==> src/rtl/uart_dbg_host.sv <==
// Host-side initiator for the single-byte UART debug protocol: sends a command
// code as an 8N1 frame and, for read commands, assembles the 4-byte reply.
// Optional build macro UART_DBG_TIMEOUT_EN bounds the wait for each reply byte.
module uart_dbg_host #(
  parameter int CLKS_PER_BIT = 5002,
  parameter int TIMEOUT_BITS = 64
) (
  input  logic        clk,
  input  logic        rst,
  input  logic        cmd_valid,
  output logic        cmd_ready,
  input  logic [2:0]  cmd_code,
  output logic        rsp_valid,
  output logic [31:0] rsp_data,
  output logic        rsp_err,
  output logic        busy,
  output logic        tx,
  input  logic        rx
);

  localparam int BAUD_W = $clog2(CLKS_PER_BIT);
  localparam logic [BAUD_W-1:0] BIT_LAST  = BAUD_W'(CLKS_PER_BIT - 1);
  localparam logic [BAUD_W-1:0] HALF_LAST = BAUD_W'(CLKS_PER_BIT / 2 - 1);

  if (CLKS_PER_BIT < 4 || TIMEOUT_BITS < 1) begin : g_bad_param
    $error("uart_dbg_host: CLKS_PER_BIT must be >= 4 and TIMEOUT_BITS >= 1");
  end

  typedef enum logic [3:0] {
    IDLE, TX_START, TX_DATA, TX_STOP,
    RX_WAIT, RX_START, RX_DATA, RX_STOP,
    DONE, ERR
  } state_t;

  state_t            state_q, state_d;
  logic [BAUD_W-1:0] baud_cnt;
  logic [2:0]        bit_cnt;
  logic [1:0]        byte_cnt;
  logic [7:0]        tx_byte;
  logic [7:0]        rx_shift;
  logic [31:0]       rsp_data_q;
  logic              rx_p0, rx_p1;
  logic              bit_done;

  function automatic logic is_read(input logic [2:0] code);
    return (code == 3'd3) || (code == 3'd4) || (code == 3'd5);
  endfunction

`ifdef UART_DBG_TIMEOUT_EN
  localparam int TO_CYC = TIMEOUT_BITS * CLKS_PER_BIT;
  localparam int TO_W   = $clog2(TO_CYC + 1);
  logic [TO_W-1:0] to_cnt;
  logic            to_hit;

  assign to_hit = (to_cnt == TO_W'(TO_CYC));

  always_ff @(posedge clk) begin
    if (rst || state_q != RX_WAIT) to_cnt <= '0;
    else                           to_cnt <= to_cnt + 1'b1;
  end
`else
  logic to_hit;
  assign to_hit = 1'b0;
`endif

  assign bit_done = (baud_cnt == BIT_LAST);
  assign rsp_data = rsp_data_q;

  // rx synchroniser stage p0 -> p1; only rx_p1 is used by the FSM
  always_ff @(posedge clk) begin
    rx_p0 <= rx;
    rx_p1 <= rx_p0;
  end

  always_comb begin
    state_d   = state_q;
    cmd_ready = 1'b0;
    busy      = 1'b1;
    tx        = 1'b1;
    rsp_valid = 1'b0;
    rsp_err   = 1'b0;
    case (state_q)
      IDLE: begin
        cmd_ready = 1'b1;
        busy      = 1'b0;
        if (cmd_valid) state_d = TX_START;
      end
      TX_START: begin
        tx = 1'b0;
        if (bit_done) state_d = TX_DATA;
      end
      TX_DATA: begin
        tx = tx_byte[bit_cnt];
        if (bit_done && bit_cnt == 3'd7) state_d = TX_STOP;
      end
      TX_STOP: begin
        if (bit_done) state_d = is_read(tx_byte[2:0]) ? RX_WAIT : IDLE;
      end
      RX_WAIT: begin
        if (!rx_p1) begin
          state_d = RX_START;
        end else if (to_hit) begin
          rsp_valid = 1'b1;
          rsp_err   = 1'b1;
          state_d   = IDLE;
        end
      end
      RX_START: begin
        // A start bit that is gone by mid-bit was line noise
        if (baud_cnt == HALF_LAST) state_d = rx_p1 ? RX_WAIT : RX_DATA;
      end
      RX_DATA: begin
        if (bit_done && bit_cnt == 3'd7) state_d = RX_STOP;
      end
      RX_STOP: begin
        if (bit_done) begin
          if (!rx_p1)               state_d = ERR;
          else if (byte_cnt == 2'd3) state_d = DONE;
          else                       state_d = RX_WAIT;
        end
      end
      DONE: begin
        rsp_valid = 1'b1;
        state_d   = IDLE;
      end
      ERR: begin
        if (rx_p1) begin
          rsp_valid = 1'b1;
          rsp_err   = 1'b1;
          state_d   = IDLE;
        end
      end
      default: state_d = IDLE;
    endcase
  end

  always_ff @(posedge clk) begin
    if (rst) begin
      state_q    <= IDLE;
      baud_cnt   <= '0;
      bit_cnt    <= '0;
      byte_cnt   <= '0;
      rsp_data_q <= '0;
    end else begin
      state_q <= state_d;

      if (state_d != state_q || bit_done) baud_cnt <= '0;
      else                                baud_cnt <= baud_cnt + 1'b1;

      if (state_d != state_q)
        bit_cnt <= '0;
      else if (bit_done && (state_q == TX_DATA || state_q == RX_DATA))
        bit_cnt <= bit_cnt + 1'b1;

      if (state_q == IDLE)
        byte_cnt <= '0;
      else if (state_q == RX_STOP && state_d == RX_WAIT)
        byte_cnt <= byte_cnt + 1'b1;

      if (state_q == IDLE && cmd_valid && is_read(cmd_code))
        rsp_data_q <= '0;
      else if (state_q == RX_DATA && bit_done)
        rsp_data_q[{byte_cnt, 3'b000} +: 8] <= {rx_p1, rx_shift[7:1]};
    end
  end

  always_ff @(posedge clk) begin
    if (state_q == IDLE && cmd_valid) tx_byte <= {5'b0, cmd_code};
    if (state_q == RX_DATA && bit_done) rx_shift <= {rx_p1, rx_shift[7:1]};
  end

endmodule

==> config.mk <==
export PLATFORM = sky130hd
export DESIGN_NAME = uart_dbg_host
export DESIGN_NICKNAME = d
export VERILOG_FILES = /design/src/rtl/uart_dbg_host.sv
export SDC_FILE = /design/constraint.sdc
export NUM_CORES = 1
export LEC_CHECK = 0
export ABC_AREA = 1
export CORE_UTILIZATION = 55
export CTS_CLUSTER_SIZE = 16
export DETAILED_ROUTE_END_ITERATION = 10
export GPL_TIMING_DRIVEN = 0
export PLACE_DENSITY = 0.86
export SLEW_MARGIN = 20
export SYNTH_ARGS = -nofsm -noshare
export SYNTH_HDL_FRONTEND = slang
export SYNTH_SLANG_ARGS = --single-unit
==> constraint.sdc <==
create_clock -name clk -period 3.85 [get_ports clk]
set_input_delay 0.385 -clock clk [delete_from_list [all_inputs] [get_ports clk]]
set_output_delay 0.385 -clock clk [all_outputs]
set_load 0.01 [all_outputs]
==> metrics.txt <==
status finished, final reports clean; Initial Util 0.586; DR iter-0 viols 243; hold buffers post-CTS 0; unrepaired setup endpoints after global routing no; compound-gate portion of the synthesized area 0.156; GR Overflow Total 0; Synth Area in XOR/XNOR 0.0318; Synth-to-Final Area Change 22.4%; Area contributors post-synth dfxtp_1 34%, edfxtp_1 9.1%, nand2_1 7.4%; commonest non-fill, non-tap cell in the layout nand2_1; Final Hold Vio Count 0; number of setup buffers added after CTS 0; die footprint around 6300 um2; H-tree depth 3; first-pass GRT wire length ~12 mm; DRC viols 0; area share of the largest cell type after synthesis 0.339; DR WL/cell 13.6 um; CTS Root Cell clkbuf_8; Rel. slew slack 0.692; number of synthesized register bits 66; vias in the first global route 2,691; Cells after Synth 414; Clock Skew approximately 0.011 ns; worst hold path type register to register; clk sinks 66; CP max FO 10; minimum clock period between 2 and 3 ns; GPL Wtd Cong 0.928; CTS tree done; final wirelength between 7 and 8 mm; pwr dens approximately 350 nW/um2; Avg Cell Area, Syn ~8 um2; setup violators final 0; vias per cell between 5 and 6; initial antenna violation count 0; Final period util 0.671; dpl hpwl 5.57 mm; crit end category register; total CTS buffers 9; Worst-path clk slew 0.08 ns; Synth area leader dfxtp_1; largest net degree at the start of global routing 12; GRT Util Overall 0.247; Worst Tran Pin Value between 0.4 and 0.5 ns; maximum VDD drop roughly 0.38 mV; commonest cells after routing, fill and taps aside 65 x nand2_1, 61 x inv_1, 56 x dfxtp_1; crit path kind register to register; Critical path origin byte_cnt[0]; largest family of logic cells by synthesized area simple AND/OR/NAND/NOR gates; antenna diode count 0; critical path arrival roughly 2.9 ns; adder-cell share of the synthesized area 0.0417; Die Height roughly 80 um; Top Ports 44; mux share of post-synthesis cell area 0; layout net count roughly 490; Max-Cap Viols 0; vias approximately 3,000; Placeable Area between 5000 and 6000 um2; Cell Area, Synth approximately 3300 um2; Seq/Total Area, Yosys 0.430; I/O Buffers 43; Util after Layout 0.717; layout cells sized above 1 0.131; chip width 79.5 um; Peak Freq a little under 400 MHz; CTS max path bufs 2; Slew Limit Fails 0; syn nets roughly 430; Hold Startpoint rx_p0; Leak Pwr around 1.6 nW; remaining antenna violation count after routing 0; Pre-antenna DRT Iters 5; fillers between 400 and 500; CP required between 4 and 5 ns; count of cell types in the netlist 33; crit start category register; row count 27; post-route setup TNS 0 ns; Simple-Gate Fraction of Synth Area 0.245; warnings from Yosys 0; Worst R2R Start byte_cnt[0]; # resized after CTS 0; Clock Latency Late Sink 0.35 ns
==> logic make-up after synthesis <==
group,after synthesis
buffers and inverters,77
adder cells (fa/ha/maj),11
AO/OA/AOI/OAI,81
AND/OR/NAND/NOR,167
flip-flops,66
XOR/XNOR,12
==> metrics by stage <==
stage | area, um2 | power (W) | std cells | hold WS, ns | worst slack [ns]
finish | 4040 | 0.00143 | 545 | 0.332 | 1.27
global route | 4040 | 0.00147 | 545 | 0.346 | 1.00
CTS | 4040 | 0.00143 | 545 | 0.334 | 1.29
detailed placement | 3820 | 0.000797 | 529 | 0.318 | 1.33
global placement | 3820 | 0.000795 | 529 | 0.311 | 1.43
floorplan | 3300 | 0.000770 | 414 | 0.310 | 1.85
==> critical path: stages (launching register included) <==
cell and delay, ns:
dfxtp_1 0.43, clkbuf_1 0.38, inv_1 0.17, ha_1 0.37, inv_1 0.06, nor2_1 0.17
inv_1 0.17, nor2_1 0.31, inv_1 0.14, nor2_1 0.10, o21ai_0 0.09, a21oi_1 0.14
==> area by class of cell <==
class / instances / area (um2) / area share
Multi-Input combinational cell: 271 / 1570 / 0.388
Sequential cell: 66 / 1420 / 0.351
Timing Repair Buffer: 43 / 430 / 0.106
Inverter: 67 / 253 / 0.0625
Clock buffer: 11 / 141 / 0.0350
Tap cell: 72 / 90.1 / 0.0223
Clock inverter: 5 / 77.6 / 0.0192
Buffer: 10 / 61.3 / 0.0152
==> sequential cells by signal, summed over array words and instances (netlist names) <==
signal    count
baud_cnt     13
rsp_data     32
rx_p1         1
bit_cnt       3
tx_byte       3
state_q       4
rx_p0         1
byte_cnt      2
rx_shift      7
==> per-layer routing <==
metal  wire (um)  track usage  up-vias
met4         241        0.133        0
met5           0            0        -
met2        3360        0.382      146
met1        3260        0.317     1343
li1            -            -     1447
met3         571       0.0583       27
==> report_power, final <==
group	total [W]	leakage, nW	switching (W)	internal (W)
sequential	0.000709	0.544	0.00000549	0.000704
clock	0.000646	0.109	0.000266	0.000380
combinational	0.0000730	0.977	0.0000458	0.0000272
==> cell usage after synthesis, drive strengths merged <==
master  number
nand4        5
a211oi      11
nand3       15
nor3         3
a31oi       10
inv         66
buf          6
o32ai        1
a21oi       19
nor2        68
xor2        11
o21a         1
dfxtp       56
o211a       12
ha          11
clkbuf       4
nor4         2
xnor2        1
clkinv       1
nand2       74
a21boi       1
edfxtp      10
o21bai       1
o21ai       25
==> path summary, 6_finish.rpt <==
| check | endpoint | slack [ns] | cells after the start |
|---|---|---|---|
| max | rsp_data[21] | 1.27 | 11 |
| min | rx_p1 | 0.33 | 0 |
| max reg2reg | rsp_data[21] | 1.27 | 11 |
| min reg2reg | rx_p1 | 0.33 | 0 |
Power figures use the tool's default switching activity.
